[src/rtl/cpu_pkg.sv]
// Shared CPU definitions: next-PC source encoding, fetch FSM states, opcode field bounds and
// the default reset vector.
package cpu_pkg;

  typedef enum logic [1:0] {
    PC_SRC_BRANCH = 2'b00,
    PC_SRC_RIND   = 2'b01,
    PC_SRC_INC    = 2'b10,
    PC_SRC_HOLD   = 2'b11
  } pc_src_e;

  typedef enum logic [1:0] {
    FETCH_REQ,
    FETCH_WAIT,
    HOLD
  } fetch_state_e;

  localparam int unsigned OPCODE_MSB = 15;
  localparam int unsigned OPCODE_LSB = 11;

  localparam logic [15:0] DEFAULT_RESET_VECTOR = 16'h0000;

endpackage

[src/rtl/pc_next_sel.sv]
// Combinational next-PC selection for a retiring instruction; result is always halfword aligned.
module pc_next_sel
  import cpu_pkg::*;
(
  input  logic [15:0] pc,
  input  logic [1:0]  pc_src,
  input  logic [15:0] br_target,
  input  logic [15:0] rind_target,
  output logic [15:0] next_pc
);

  logic [15:0] sel;

  always_comb begin
    sel = pc;
    unique case (pc_src_e'(pc_src))
      PC_SRC_BRANCH: sel = br_target;
      PC_SRC_RIND:   sel = rind_target;
      PC_SRC_INC:    sel = pc + 16'd2;
      PC_SRC_HOLD:   sel = pc;
    endcase
  end

  assign next_pc = {sel[15:1], 1'b0};

endmodule

[src/rtl/instruction_fetch.sv]
// Instruction fetch unit: requests instructions over a shared memory port, holds them in ir until
// the instruction retires, then moves the PC and counts the retirement.
module instruction_fetch
  import cpu_pkg::*;
#(
  parameter logic [15:0] RESET_VECTOR = DEFAULT_RESET_VECTOR
) (
  input  logic        clk,
  input  logic        reset_n,
  output logic        mem_req,
  output logic [15:0] mem_addr,
  input  logic        mem_gnt,
  input  logic [15:0] mem_rdata,
  input  logic        mem_rvalid,
  input  logic        data_busy,
  input  logic        advance,
  input  logic [1:0]  pc_src,
  input  logic [15:0] br_target,
  input  logic [15:0] rind_target,
  output logic [15:0] ir,
  output logic [4:0]  opcode,
  output logic        ir_valid,
  output logic [15:0] pc,
  output logic [15:0] pc_plus2,
  output logic [15:0] retired_cnt
);

  fetch_state_e state_q, state_d;
  logic [15:0]  pc_q, ir_q, cnt_q;
  logic [15:0]  next_pc;
  logic         req;
  logic         load_ir;
  logic         retire;

  pc_next_sel u_pc_next_sel (
    .pc          (pc_q),
    .pc_src      (pc_src),
    .br_target   (br_target),
    .rind_target (rind_target),
    .next_pc     (next_pc)
  );

  // Returns outside FETCH_WAIT and advances outside HOLD fall through unused.
  always_comb begin
    state_d = state_q;
    req     = 1'b0;
    load_ir = 1'b0;
    retire  = 1'b0;
    unique case (state_q)
      FETCH_REQ: begin
        req = ~data_busy;
        if (req && mem_gnt) state_d = FETCH_WAIT;
      end
      FETCH_WAIT: begin
        if (mem_rvalid) begin
          load_ir = 1'b1;
          state_d = HOLD;
        end
      end
      HOLD: begin
        if (advance) begin
          retire  = 1'b1;
          state_d = FETCH_REQ;
        end
      end
      default: state_d = FETCH_REQ;
    endcase
  end

  always_ff @(posedge clk or negedge reset_n) begin
    if (!reset_n) begin
      state_q <= FETCH_REQ;
      pc_q    <= RESET_VECTOR;
      ir_q    <= 16'h0000;
      cnt_q   <= 16'h0000;
    end else begin
      state_q <= state_d;
      if (load_ir) ir_q <= mem_rdata;
      if (retire) begin
        pc_q  <= next_pc;
        cnt_q <= cnt_q + 16'd1;
      end
    end
  end

  // Gate with reset so no request escapes while reset is held.
  assign mem_req     = req & reset_n;
  assign mem_addr    = pc_q;
  assign ir          = ir_q;
  assign opcode      = ir_q[OPCODE_MSB:OPCODE_LSB];
  assign ir_valid    = (state_q == HOLD);
  assign pc          = pc_q;
  assign pc_plus2    = pc_q + 16'd2;
  assign retired_cnt = cnt_q;

endmodule

[config.mk]
export PLATFORM = sky130hd
export DESIGN_NAME = instruction_fetch
export DESIGN_NICKNAME = d
export VERILOG_FILES = /design/src/rtl/cpu_pkg.sv /design/src/rtl/pc_next_sel.sv /design/src/rtl/instruction_fetch.sv
export SDC_FILE = /design/constraint.sdc
export NUM_CORES = 1
export LEC_CHECK = 0
export ABC_AREA = 0
export ABC_CLOCK_PERIOD_IN_PS = 3750
export CAP_MARGIN = 20
export CORE_MARGIN = 3
export CORE_UTILIZATION = 33
export DETAILED_ROUTE_END_ITERATION = 10
export GPL_ROUTABILITY_DRIVEN = 0
export PLACE_DENSITY_LB_ADDON = 0.2
export SYNTH_ARGS = -nofsm -noshare
export SYNTH_HDL_FRONTEND = slang
export SYNTH_HIERARCHICAL = 1
export SYNTH_SLANG_ARGS = --single-unit
[constraint.sdc]
create_clock -name clk -period 3.75 [get_ports clk]
set_clock_uncertainty 0.1 [all_clocks]
set_input_delay 0.75 -clock clk [delete_from_list [all_inputs] [get_ports clk]]
set_output_delay 0.75 -clock clk [all_outputs]
set_load 0.01 [all_outputs]
# ---- Word-level counts from Yosys, hierarchy flattened
# Cells that the tools add are included.
dict set report totals {
  ff_bits 49
  latchBits 0
  ram_bits 0
  rom_bits 0
  input_bits 56
  out_inout_bits 87
  n_memories 0
}
dict set report op_classes {
  addsub 2
  mul 0
  div 0
  magnitude_cmp 0
  eq_ne 8
  shift 0
  n_mux 10
  bitwise 3
  n_reduce_logical 5
}
# operator count
set ops {}
lappend ops {{16-bit case mux with 4 select lines} 1}
lappend ops {{16-bit by 1-bit adder with 16-bit output, second input constant} 1}
lappend ops {{16-bit by 2-bit adder with 16-bit output, second input constant} 1}
lappend ops {{2-bit equality test, second input constant} 3}
lappend ops {{2-bit 2-to-1 mux} 3}
lappend ops {{2-bit != test, second input constant} 3}
lappend ops {{2-bit case mux with 3 select lines} 1}
lappend ops {{1-bit 2-to-1 mux} 5}
lappend ops {{2-bit by 1-bit equality test with 1-bit output, second input constant} 2}
lappend ops {{2-bit zero test} 2}
lappend ops {{3-bit AND reduction} 1}
lappend ops {{1-bit inverter} 2}
lappend ops {{2-bit AND reduction} 1}
lappend ops {{1-bit bitwise AND} 1}
lappend ops {{1-bit logical AND} 1}

# ---- Longest topological paths before layout
# Gate-level depths: netlist of the first run.
dict set report logic_depth {
  word_depth 4
  ltp_mapped 8
  mapped_depth_nobuf 7
}

# ---- Hierarchy
# The synthesis of the first run kept the hierarchy.
# mod n_inst cells_per_inst area_each_um2 seq_area_each_um2
set modules_own_cells {}
lappend modules_own_cells {instruction_fetch 1 231 2446.1 1251.2}
lappend modules_own_cells {pc_next_sel 1 95 671.9 0.0}

# ---- Worst setup path before layout of the first run
# OpenSTA, ideal clock, no wires.
dict set report synth_timing {
  path_type {reg-to-output}
  startpoint {register pc_q[3], in the netlist mem_addr[3]}
  endpoint {output port pc_plus2[12]}
  arrival_time_ps 1540
  required_time_ps 2900
  setup_slack_ps 1360
  path_stages_with_launch 5
  path_buffers 0
  path_cell_list {dfrtp_1 > nand3_2 > or3_4 > nor2_2 > xor2_1}
}
dict set report synth_between {
  elab_chain_len 1
}
# element line_no
set synth_lines {}
lappend synth_lines {{from (decl)} instruction_fetch.sv:29} ;# logic [15:0] pc_q, ir_q, cnt_q;
lappend synth_lines {{from (signal assigned)} instruction_fetch.sv:80} ;# pc_q <= next_pc;
lappend synth_lines {{16-bit by 2-bit adder with 16-bit output} instruction_fetch.sv:93} ;# assign pc_plus2 = pc_q + 16'd2;
lappend synth_lines {{to (decl)} instruction_fetch.sv:24} ;# output logic [15:0] pc_plus2,
# No other way between the ends.

# ---- Worst setup path after layout of the first run
dict set report layout_timing {
  startpoint {register pc_q[1], in the netlist mem_addr[1]}
  endpoint {output port pc_plus2[11]}
}
# Same word-level chain as after synthesis.

==> results of run 1 <==
[flip-flops by register name (all words and copies together) (netlist names)]
name and flops:
state_q 2, retired_cnt 16, ir 16, mem_addr 16
[area by class of cell]
class,count,share of cell area (%)
Clock buffer,5,1.52
Clock inverter,2,0.221
Inverter,8,0.662
Multi-Input combinational cell,234,35.5
Sequential cell,50,27.6
Tap cell,108,2.98
Timing Repair Buffer,145,31.6
[report_power, final]
part | switching [W] | internal, W
Sequential | 0.000306 | 0.000728
Combinational | 0.000600 | 0.000962
Clock | 0.000177 | 0.000126
[worst reg2reg max path: cells and delay by family (launching register included)]
kind | cells | cell delay [ps]
simple gates | 4 | 630
flops | 1 | 550
fa+ha+maj | 1 | 300
xor+xnor | 1 | 150
compound gates | 1 | 80
[worst paths after layout]
kind                       slack, ps       startpoint  depth (start not counted)              end
max                              520      mem_addr[1]                          6     pc_plus2[11]
min                              380  retired_cnt[15]                          1  retired_cnt[15]
max reg2reg                     1850      mem_addr[1]                          7     mem_addr[13]
min reg2reg                      380  retired_cnt[15]                          1  retired_cnt[15]
max in group asynchronous       2650          reset_n                          2   retired_cnt[5]
min in group asynchronous        480          reset_n                          2           ir[10]
[routing by layer]
| layer | part of all wire (%) | global-route usage [%] | vias up |
|---|---|---|---|
| met3 | 9.0 | 4.63 | 2 |
| met4 | 0.40 | 2.89 | 0 |
| met2 | 46 | 26.3 | 109 |
| met1 | 44 | 20.5 | 1264 |
| met5 | 0 | 0 | - |
| li1 | - | - | 1303 |
[cells in the final DEF (no fill, tap or decap), drive strengths merged, types with 2 or more instances in the layout]
| cell type | n |
|---|---|
| clkdlybuf4s50 | 139 |
| nand2 | 65 |
| dfrtp | 50 |
| xnor2 | 30 |
| nand3 | 18 |
| mux2 | 16 |
| nor2 | 14 |
| nor2b | 12 |
| a21oi | 11 |
| a211oi | 10 |
| xor2 | 9 |
| inv | 8 |
| buf | 6 |
| nor3 | 6 |
| nor4 | 6 |
| clkbuf | 5 |
| o21ai | 4 |
| and3 | 4 |
| nand4 | 4 |
| ha | 3 |
| mux2i | 3 |
| nand3b | 3 |
| nand2b | 2 |
| clkinv | 2 |
| a31oi | 2 |
| nand4b | 2 |
[stage by stage]
step | total power, W | instance area (um2) | utilization (%) | worst slack, ps | cells
after global placement | 0.00260 | 4460 | 49.9 | 838 | 545
after CTS | 0.00295 | 4540 | 50.8 | 489 | 552
after floorplan | 0.00179 | 3120 | - | 1360 | 326
final | 0.00290 | 4540 | 50.8 | 522 | 552
after global routing | 0.00314 | 4540 | 50.8 | 330 | 552
after detailed placement | 0.00263 | 4460 | 49.9 | 832 | 545
[cell families (layout without fill, tap and decap cells)]
logic type / Yosys count / in the layout / synth area share [%]
compound gates: 31 / 31 / 6.18
xor+xnor: 39 / 39 / 11.0
fa+ha+maj: 3 / 3 / 1.20
buf+inv: 42 / 160 / 8.27
flops: 50 / 50 / 40.1
mux: 20 / 20 / 7.46
other cells: 1 / 1 / 0.120
simple gates: 140 / 140 / 25.7
==> results.sh, run 1 <==
export IMPL_post_cts_resize_count=0
export IMPL_cts_tree="done"
export IMPL_initial_core_util_pct=34.9
export IMPL_slew_viol_final=0
export IMPL_arrival_ps=2380
export IMPL_required_ps=2900
export IMPL_min_path_type="flip-flop to flip-flop"
export IMPL_cp_max_fo=8
export IMPL_synth_main_ff_cell="dfrtp_1"
export IMPL_synth_warnings=6
export IMPL_fp_dieH_um=103
export IMPL_holdBufCountCts=0
export IMPL_root_buffer="clkbuf_8"
export IMPL_synth_commonest_cells="65 x nand2_1, 50 x dfrtp_1, 30 x xnor2_1"
export IMPL_multi_input_comb_area_um2=1610
export IMPL_path_delay_family="flip-flops"
export IMPL_synthArstFlopShare_pct=100
export IMPL_yosysMostFrequentCell="nand2_1"
export IMPL_core_area_um2=8930
export IMPL_grt_pass1_vias=2799
export IMPL_maxCapViolations=0
export IMPL_powerDensity_nw_per_um2=639
export IMPL_die_area_um2=10700
export IMPL_dr_first_iter_drc_count=41
export IMPL_end_kind="primary output"
export IMPL_crit_type="flip-flop to primary output"
export IMPL_drive_gt1_share_pct=10.8
export IMPL_diodes=0
export IMPL_yosysSeqAreaShare_pct=40.1
export IMPL_cts_setup_buffers=0
export IMPL_final_setup_viol_count=0
export IMPL_hold_ws_ps=380
export IMPL_yosys_area_top_type="dfrtp_1"
export IMPL_vias=2678
export IMPL_start_kind="flip-flop"
export IMPL_avgSynthCellArea_um2=9.56
export IMPL_setup_tns_ps=0
export IMPL_die_w_um=103
export IMPL_ir_drop_v=0.000364
export IMPL_critPathBufInv=1
export IMPL_syn_area_um2=3120
export IMPL_fmax_mhz=310
export IMPL_slew_headroom_pct=57.0
export IMPL_yosysUniqueCellTypes=45
export IMPL_rsz0062_at_grt="no"
export IMPL_postRouteAntennaNets=0
export IMPL_antenna_found_initial=0
export IMPL_synth_cells=326
export IMPL_cts_sink_count=50
export IMPL_leakage_nw=1.91
export IMPL_tightest_slew_ps=645
export IMPL_syn2layout_area_growth_pct=45.5
export IMPL_path_cells="ha_1, nand3_1, nor2_1, and3_1, xor2_1, clkdlybuf4s50_1"
export IMPL_fillers=854
export IMPL_nets=503
export IMPL_wl_mm=8.02
export IMPL_num_rows=34
export IMPL_synth_seq_cells=50
export IMPL_numCtsBuffers=5
export IMPL_status="finished, final reports clean"
export IMPL_grt_use_total_pct=15.7
export IMPL_fin_crit_ps=3230
export IMPL_drtPass1Iterations=4
export IMPL_clk_pin_slew_ps=90
export IMPL_synthesis_nets=385
export IMPL_via_per_inst=4.85
export IMPL_crit_slowest_cell="dfrtp_1"
export IMPL_grt_pass1_wl_mm=13.4
export IMPL_hold_viol_final=0
export IMPL_htreeDepth=2
export IMPL_routedWlPerCell_um=14.5
export IMPL_regArea_um2=1250
export IMPL_max_stage_delay_ps=550
export IMPL_synth_edf_count=0
export IMPL_numPortBuffers=140
export IMPL_netlist_top_cells_area="dfrtp_1 40%, xnor2_1 8.4%, nand2_1 7.8%"
export IMPL_dp_hpwl_mm=5.99
export IMPL_ios=143
export IMPL_drc=0
export IMPL_synth_top_area_share_pct=40.1
export IMPL_finalCritPeriodShare_pct=86.1
export IMPL_grt_max_degree=51
export IMPL_insertion_delay_ps=290
export IMPL_grt_overflow_total=0
export IMPL_cts_buffer_depth=2
Note: power is estimated with default switching activity, not from simulation.
==> run 2, diff against run 1 <==
CTS_BUF_LIST = sky130_fd_sc_hd__clkbuf_4 sky130_fd_sc_hd__clkbuf_8 sky130_fd_sc_hd__clkbuf_16   (was default)
==> results of run 2 <==
Final layout, timing and power as in run 1 (identical DEF).
